### src/rtl/iir_pkg.sv
// Shared sizing for the iir datapath and its decimator back-end.
package iir_pkg;
  localparam int DATA_W    = 8;
  localparam int MAX_LOG2D = 4;
  localparam int ACC_W     = DATA_W + MAX_LOG2D;

  // Clamp a requested decimation exponent to the supported maximum.
  function automatic logic [2:0] clamp_k(input logic [2:0] k, input int unsigned maxk);
    return (32'(k) > maxk) ? 3'(maxk) : k;
  endfunction
endpackage

### src/rtl/iir_decim_fifo.sv
// Two-entry first-word-fall-through FIFO; head word is always visible on rdata_o.
module iir_decim_fifo #(
  parameter int W = 8
) (
  input  logic         clk,
  input  logic         reset,
  input  logic         push_i,
  input  logic         pop_i,
  input  logic [W-1:0] wdata_i,
  output logic [W-1:0] rdata_o,
  output logic         full_o,
  output logic         empty_o
);
  logic [W-1:0] mem_q [2];
  logic         wr_q, rd_q;
  logic [1:0]   cnt_q, cnt_d;
  logic         do_push, do_pop;

  assign empty_o = (cnt_q == 2'd0);
  assign full_o  = (cnt_q == 2'd2);
  assign rdata_o = mem_q[rd_q];

  // A full FIFO still accepts a push when the head leaves in the same cycle.
  assign do_pop  = pop_i & ~empty_o;
  assign do_push = push_i & (~full_o | do_pop);
  assign cnt_d   = cnt_q + {1'b0, do_push} - {1'b0, do_pop};

  always_ff @(posedge clk) begin
    if (reset) begin
      mem_q[0] <= '0;
      mem_q[1] <= '0;
      wr_q     <= 1'b0;
      rd_q     <= 1'b0;
      cnt_q    <= 2'd0;
    end else begin
      if (do_push) begin
        mem_q[wr_q] <= wdata_i;
        wr_q        <= ~wr_q;
      end
      if (do_pop) rd_q <= ~rd_q;
      cnt_q <= cnt_d;
    end
  end
endmodule

### src/rtl/iir_decim.sv
// Block-average decimator: sums 2^k accepted samples, rounds half-up, pushes one result.
module iir_decim #(
  parameter int DATA_W    = iir_pkg::DATA_W,
  parameter int MAX_LOG2D = iir_pkg::MAX_LOG2D
) (
  input  logic              clk,
  input  logic              reset,
  input  logic              enable,
  input  logic              in_valid,
  input  logic [DATA_W-1:0] z_in,
  input  logic [2:0]        dec_log2,
  output logic [DATA_W-1:0] out_data,
  output logic              out_valid,
  input  logic              out_ready,
  output logic              overrun,
  input  logic              overrun_clr
);
  import iir_pkg::*;

  localparam int ACC_W = DATA_W + MAX_LOG2D;

  logic signed [ACC_W-1:0]   acc_q, acc_d, acc_sum, bias, rnd, shifted;
  logic [MAX_LOG2D-1:0]      cnt_q, cnt_d;
  logic [2:0]                k_q, k_d, k_eff;
  logic [MAX_LOG2D:0]        d_m1;
  logic                      accept, first, last;
  logic                      ovr_q, ovr_d;
  logic                      fifo_full, fifo_empty, push, pop;
  logic [DATA_W-1:0]         result;

  assign accept = enable & in_valid;
  assign first  = (cnt_q == '0);

  // The exponent is captured on the first sample; later dec_log2 changes are ignored.
  assign k_eff   = first ? clamp_k(dec_log2, MAX_LOG2D) : k_q;
  assign d_m1    = (MAX_LOG2D+1)'((32'd1 << k_eff) - 32'd1);
  assign last    = accept && ({1'b0, cnt_q} == d_m1);

  assign acc_sum = first ? ACC_W'($signed(z_in)) : acc_q + ACC_W'($signed(z_in));
  assign bias    = (k_eff == 3'd0) ? '0 : (ACC_W'(1) << (k_eff - 3'd1));
  assign rnd     = acc_sum + bias;
  assign shifted = rnd >>> k_eff;
  assign result  = shifted[DATA_W-1:0];

  always_comb begin
    acc_d = acc_q;
    cnt_d = cnt_q;
    k_d   = k_q;
    if (accept) begin
      acc_d = acc_sum;
      k_d   = k_eff;
      cnt_d = last ? '0 : cnt_q + MAX_LOG2D'(1);
    end
  end

  assign push = last;
  assign pop  = out_ready & ~fifo_empty;

  // Drop-on-full sets the sticky flag; a same-cycle set beats the clear.
  always_comb begin
    ovr_d = ovr_q;
    if (overrun_clr)                ovr_d = 1'b0;
    if (push & fifo_full & ~pop)    ovr_d = 1'b1;
  end

  always_ff @(posedge clk) begin
    if (reset) begin
      acc_q <= '0;
      cnt_q <= '0;
      k_q   <= '0;
      ovr_q <= 1'b0;
    end else begin
      acc_q <= acc_d;
      cnt_q <= cnt_d;
      k_q   <= k_d;
      ovr_q <= ovr_d;
    end
  end

  iir_decim_fifo #(.W(DATA_W)) u_fifo (
    .clk     (clk),
    .reset   (reset),
    .push_i  (push),
    .pop_i   (pop),
    .wdata_i (result),
    .rdata_o (out_data),
    .full_o  (fifo_full),
    .empty_o (fifo_empty)
  );

  assign out_valid = ~fifo_empty;
  assign overrun   = ovr_q;
endmodule
### config.mk
export PLATFORM = sky130hd
export DESIGN_NAME = iir_decim
export DESIGN_NICKNAME = d
export VERILOG_FILES = /design/src/rtl/iir_pkg.sv /design/src/rtl/iir_decim_fifo.sv /design/src/rtl/iir_decim.sv
export SDC_FILE = /design/constraint.sdc
export NUM_CORES = 1
export LEC_CHECK = 0
export ABC_AREA = 1
export CORE_ASPECT_RATIO = 0.7
export CORE_MARGIN = 5
export CORE_UTILIZATION = 60
export CTS_BUF_LIST = sky130_fd_sc_hd__clkbuf_8 sky130_fd_sc_hd__clkbuf_16
export CTS_CLUSTER_SIZE = 14
export DETAILED_ROUTE_END_ITERATION = 7
export PLACE_DENSITY = 0.82
export SYNTH_ARGS = -nofsm -noshare
export SYNTH_HDL_FRONTEND = slang
export SYNTH_SLANG_ARGS = --single-unit
export TNS_END_PERCENT = 100
### constraint.sdc
create_clock -name clk -period 5 [get_ports clk]
set_clock_uncertainty 0.2 [all_clocks]
set_input_delay 1 -clock clk [delete_from_list [all_inputs] [get_ports clk]]
set_output_delay 1 -clock clk [all_outputs]
set_load 0.005 [all_outputs]
==> out/results.txt <==
hold crit path type = flop to flop
Mapped Area = 3495 µm²
clk sink count = 41
clk slew on worst S/H paths = 0.09 ns
final setup TNS = 0 ns
I/O Pins = 27
part of the power in registers = 34.8%
nets@finish = 586
outcome = completed
library cells used by synthesis = 38
DR iter-0 viols = 269
remaining antenna violation count = 0
FF+latch count, synth = 41
Top Layer Used = met4
CTS tree = built
Async S/R FF share, synth = 0%
worst-margin pin slew = 0.6826 ns
layout cells sized above 1 = 8.118%
register area = 980.9 µm²
hold_buf cts = 0
crit-path cells = clkdlybuf4s50_1, ha_1, fa_1, nand2_1, nand3_1, nand2_1, xor2_1, o21ai_0, ha_1, nand2_1, inv_1, nand4_1, nand3_1, nand2_1, nand2_1, nand3_1, nor2_1, nand2_1, nand3_1, nand3_1, nand3_1, nand2_1, nor2_1
final non-filler cell area = 3941 µm²
CTS Root Cell = clkbuf_8
final setup fails = 0
Max Fclk = 0.2149 GHz
drt first pass iters = 6
initial antenna violation count = 0
crit path max fanout = 4
input/output buffers = 26
Max-slew headroom = 54.15%
WL met1 = 4.059 mm
commonest non-fill, non-tap cells in the layout = nand2_1 (127), inv_1 (70), nand3_1 (55)
Total GRT Usage = 23.57%
final slew viol count = 0
multi-input logic area = 2157 µm²
first-pass GRT wire length = 14.03 mm
vias in the first global route = 3060
RePlAce Congestion = 0.9589
starting density of the core = 61.33%
post-CTS sizing = 0
WL met3 = 601 µm
Seq/Total Area, Yosys = 28.07%
Overflow after GRT = 0
Mean Syn Cell Area = 6.772 µm²
CTS Buf Count = 5
worst skew pair latency = 0.31 ns
max cap viols = 0
Switching Share = 37.46%
Critical-path top delay cell = fa_1
Final Hold Viols = 0
Post-CTS Setup Repair Bufs = 0
Worst setup SP type = primary input
routed vias/inst = 5.509
power per cell area = 277.5 nW/µm²
Layout Area Growth over Synthesis = 12.78%
number of diodes = 0
WL met2 = 3.486 mm
DRC viols = 0
Detail Placement HPWL = 6.395 mm
Die Y = 73.85 µm
final wirelength = 8.245 mm
crit share post-route = 93.06%
CP required = 4.96 ns
min Tclk post-route = 4.653 ns
Die W = 101.2 µm
Post-DP Area = 3826 µm²
Clk pwr share = 25.8%
Worst VDD drop = 0.1469 mV
Logic pwr share = 39.4%
Top FF cell, synth = dfxtp_1
clock buffer depth = 2
unrepaired setup endpoints after global routing = false
core area = 5698 µm²
crit-path most repeated cell = nand2_1
switching pwr = 0.4096 mW
die area = 7475 µm²
max incr delay on CP = 0.49 ns
LEAKAGE = 2.020 nW
synth warn = 0
cell-internal power = 0.6840 mW
# rows = 23
syn_nets = 561
WP data arrival = 4.62 ns
number of H-tree levels = 2
commonest non-fill, non-tap cell in the layout = nand2_1
WL per Instance = 13.36 µm
Worst setup EP type = flop
fill count = 503
CP Class = primary input to flop
Post-synth EDFFs = 16
cells after synthesis = 516
largest net degree at the start of global routing = 21
total number of vias = 3399
-- synthesized netlist by cell type (6+ instances only) --
cell type  count  area [µm²]
xor2_1        12       105.1
mux2_2         8       90.09
edfxtp_1      16       480.5
inv_1         70       262.8
o21ai_0       29       145.1
clkbuf_1      10       37.54
nor2_1        50       187.7
ha_1          26       325.3
nand3_1       55       275.3
dfxtp_1       25       500.5
a21oi_1       30       150.1
nand2_1      127       476.7
or2_2          6       37.54
nand4_1        8       50.05
-- cell families after synthesis --
group | count (synthesis) | share of synthesized area (%)
simple gates | 258 | 32.80
xor+xnor | 16 | 4.010
compound gates | 74 | 11.60
buf+inv | 90 | 10.20
flops | 41 | 28.07
fa+ha+maj | 28 | 10.45
mux | 9 | 2.864
-- per-layer routing --
layer	up-vias	track usage (%)
met5	-	0
met4	0	6.047
met3	14	3.985
met2	128	36.16
met1	1525	34.34
li1	1732	-
-- cell type report --
type / count / area share, %
Tap cell: 75 / 2.381
Timing Repair Buffer: 33 / 7.937
Clock buffer: 5 / 1.746
Clock inverter: 3 / 1.175
Multi-Input combinational cell: 385 / 54.73
Sequential cell: 41 / 24.89
Inverter: 75 / 7.143
-- registers in the layout, summed over array words and instances, names as in the netlist, named ones only --
name          count
acc_q            12
overrun           1
u_fifo.mem_q     16
u_fifo.wr_q       1
u_fifo.rd_q       1
u_fifo.cnt_q      2
cnt_q             4
k_q               3
-- through the flow --
step,power (mW),cells,hold WS (ns),setup WS (ns),util (%)
finish,1.094,617,0.2652,0.3470,69.17
global route,1.169,617,0.2818,0.07291,69.17
CTS,1.088,617,0.2621,0.4050,69.17
detailed placement,0.8068,609,0.2486,0.09170,67.15
global placement,0.7956,609,0.2372,0.2084,67.15
floorplan,0.6998,516,0.2224,0.9138,-
-- final timing paths --
check | start | slack [ns] | to | cells past startpoint
hold / removal | u_fifo.rd_q | 0.27 | flop | 1
hold reg to reg | u_fifo.rd_q | 0.27 | flop | 1
setup reg to reg | cnt_q[0] | 0.71 | u_fifo.mem_q[1][3] | 24
setup / recovery | z_in[0] | 0.35 | u_fifo.mem_q[0][7] | 23
-- power by group through the flow --
stage | Sequential [mW] | Clock [mW] | Combinational (mW)
5_1_grt | 0.383 | 0.301 | 0.485
3_3_place_gp | 0.387 | 0 | 0.409
6_report | 0.380 | 0.283 | 0.431
2_1_floorplan | 0.381 | 0 | 0.319
3_5_place_dp | 0.388 | 0 | 0.419
4_1_cts | 0.380 | 0.283 | 0.424
-- critical path, delay by kind of cell --
kind	cells	cell delay, ns
buffers and inverters	2	0.50
AO/OA/AOI/OAI	1	0.16
XOR/XNOR	1	0.14
adder cells (fa/ha/maj)	3	1.19
AND/OR/NAND/NOR	16	1.63
Note: power is estimated with default switching activity, not from simulation.
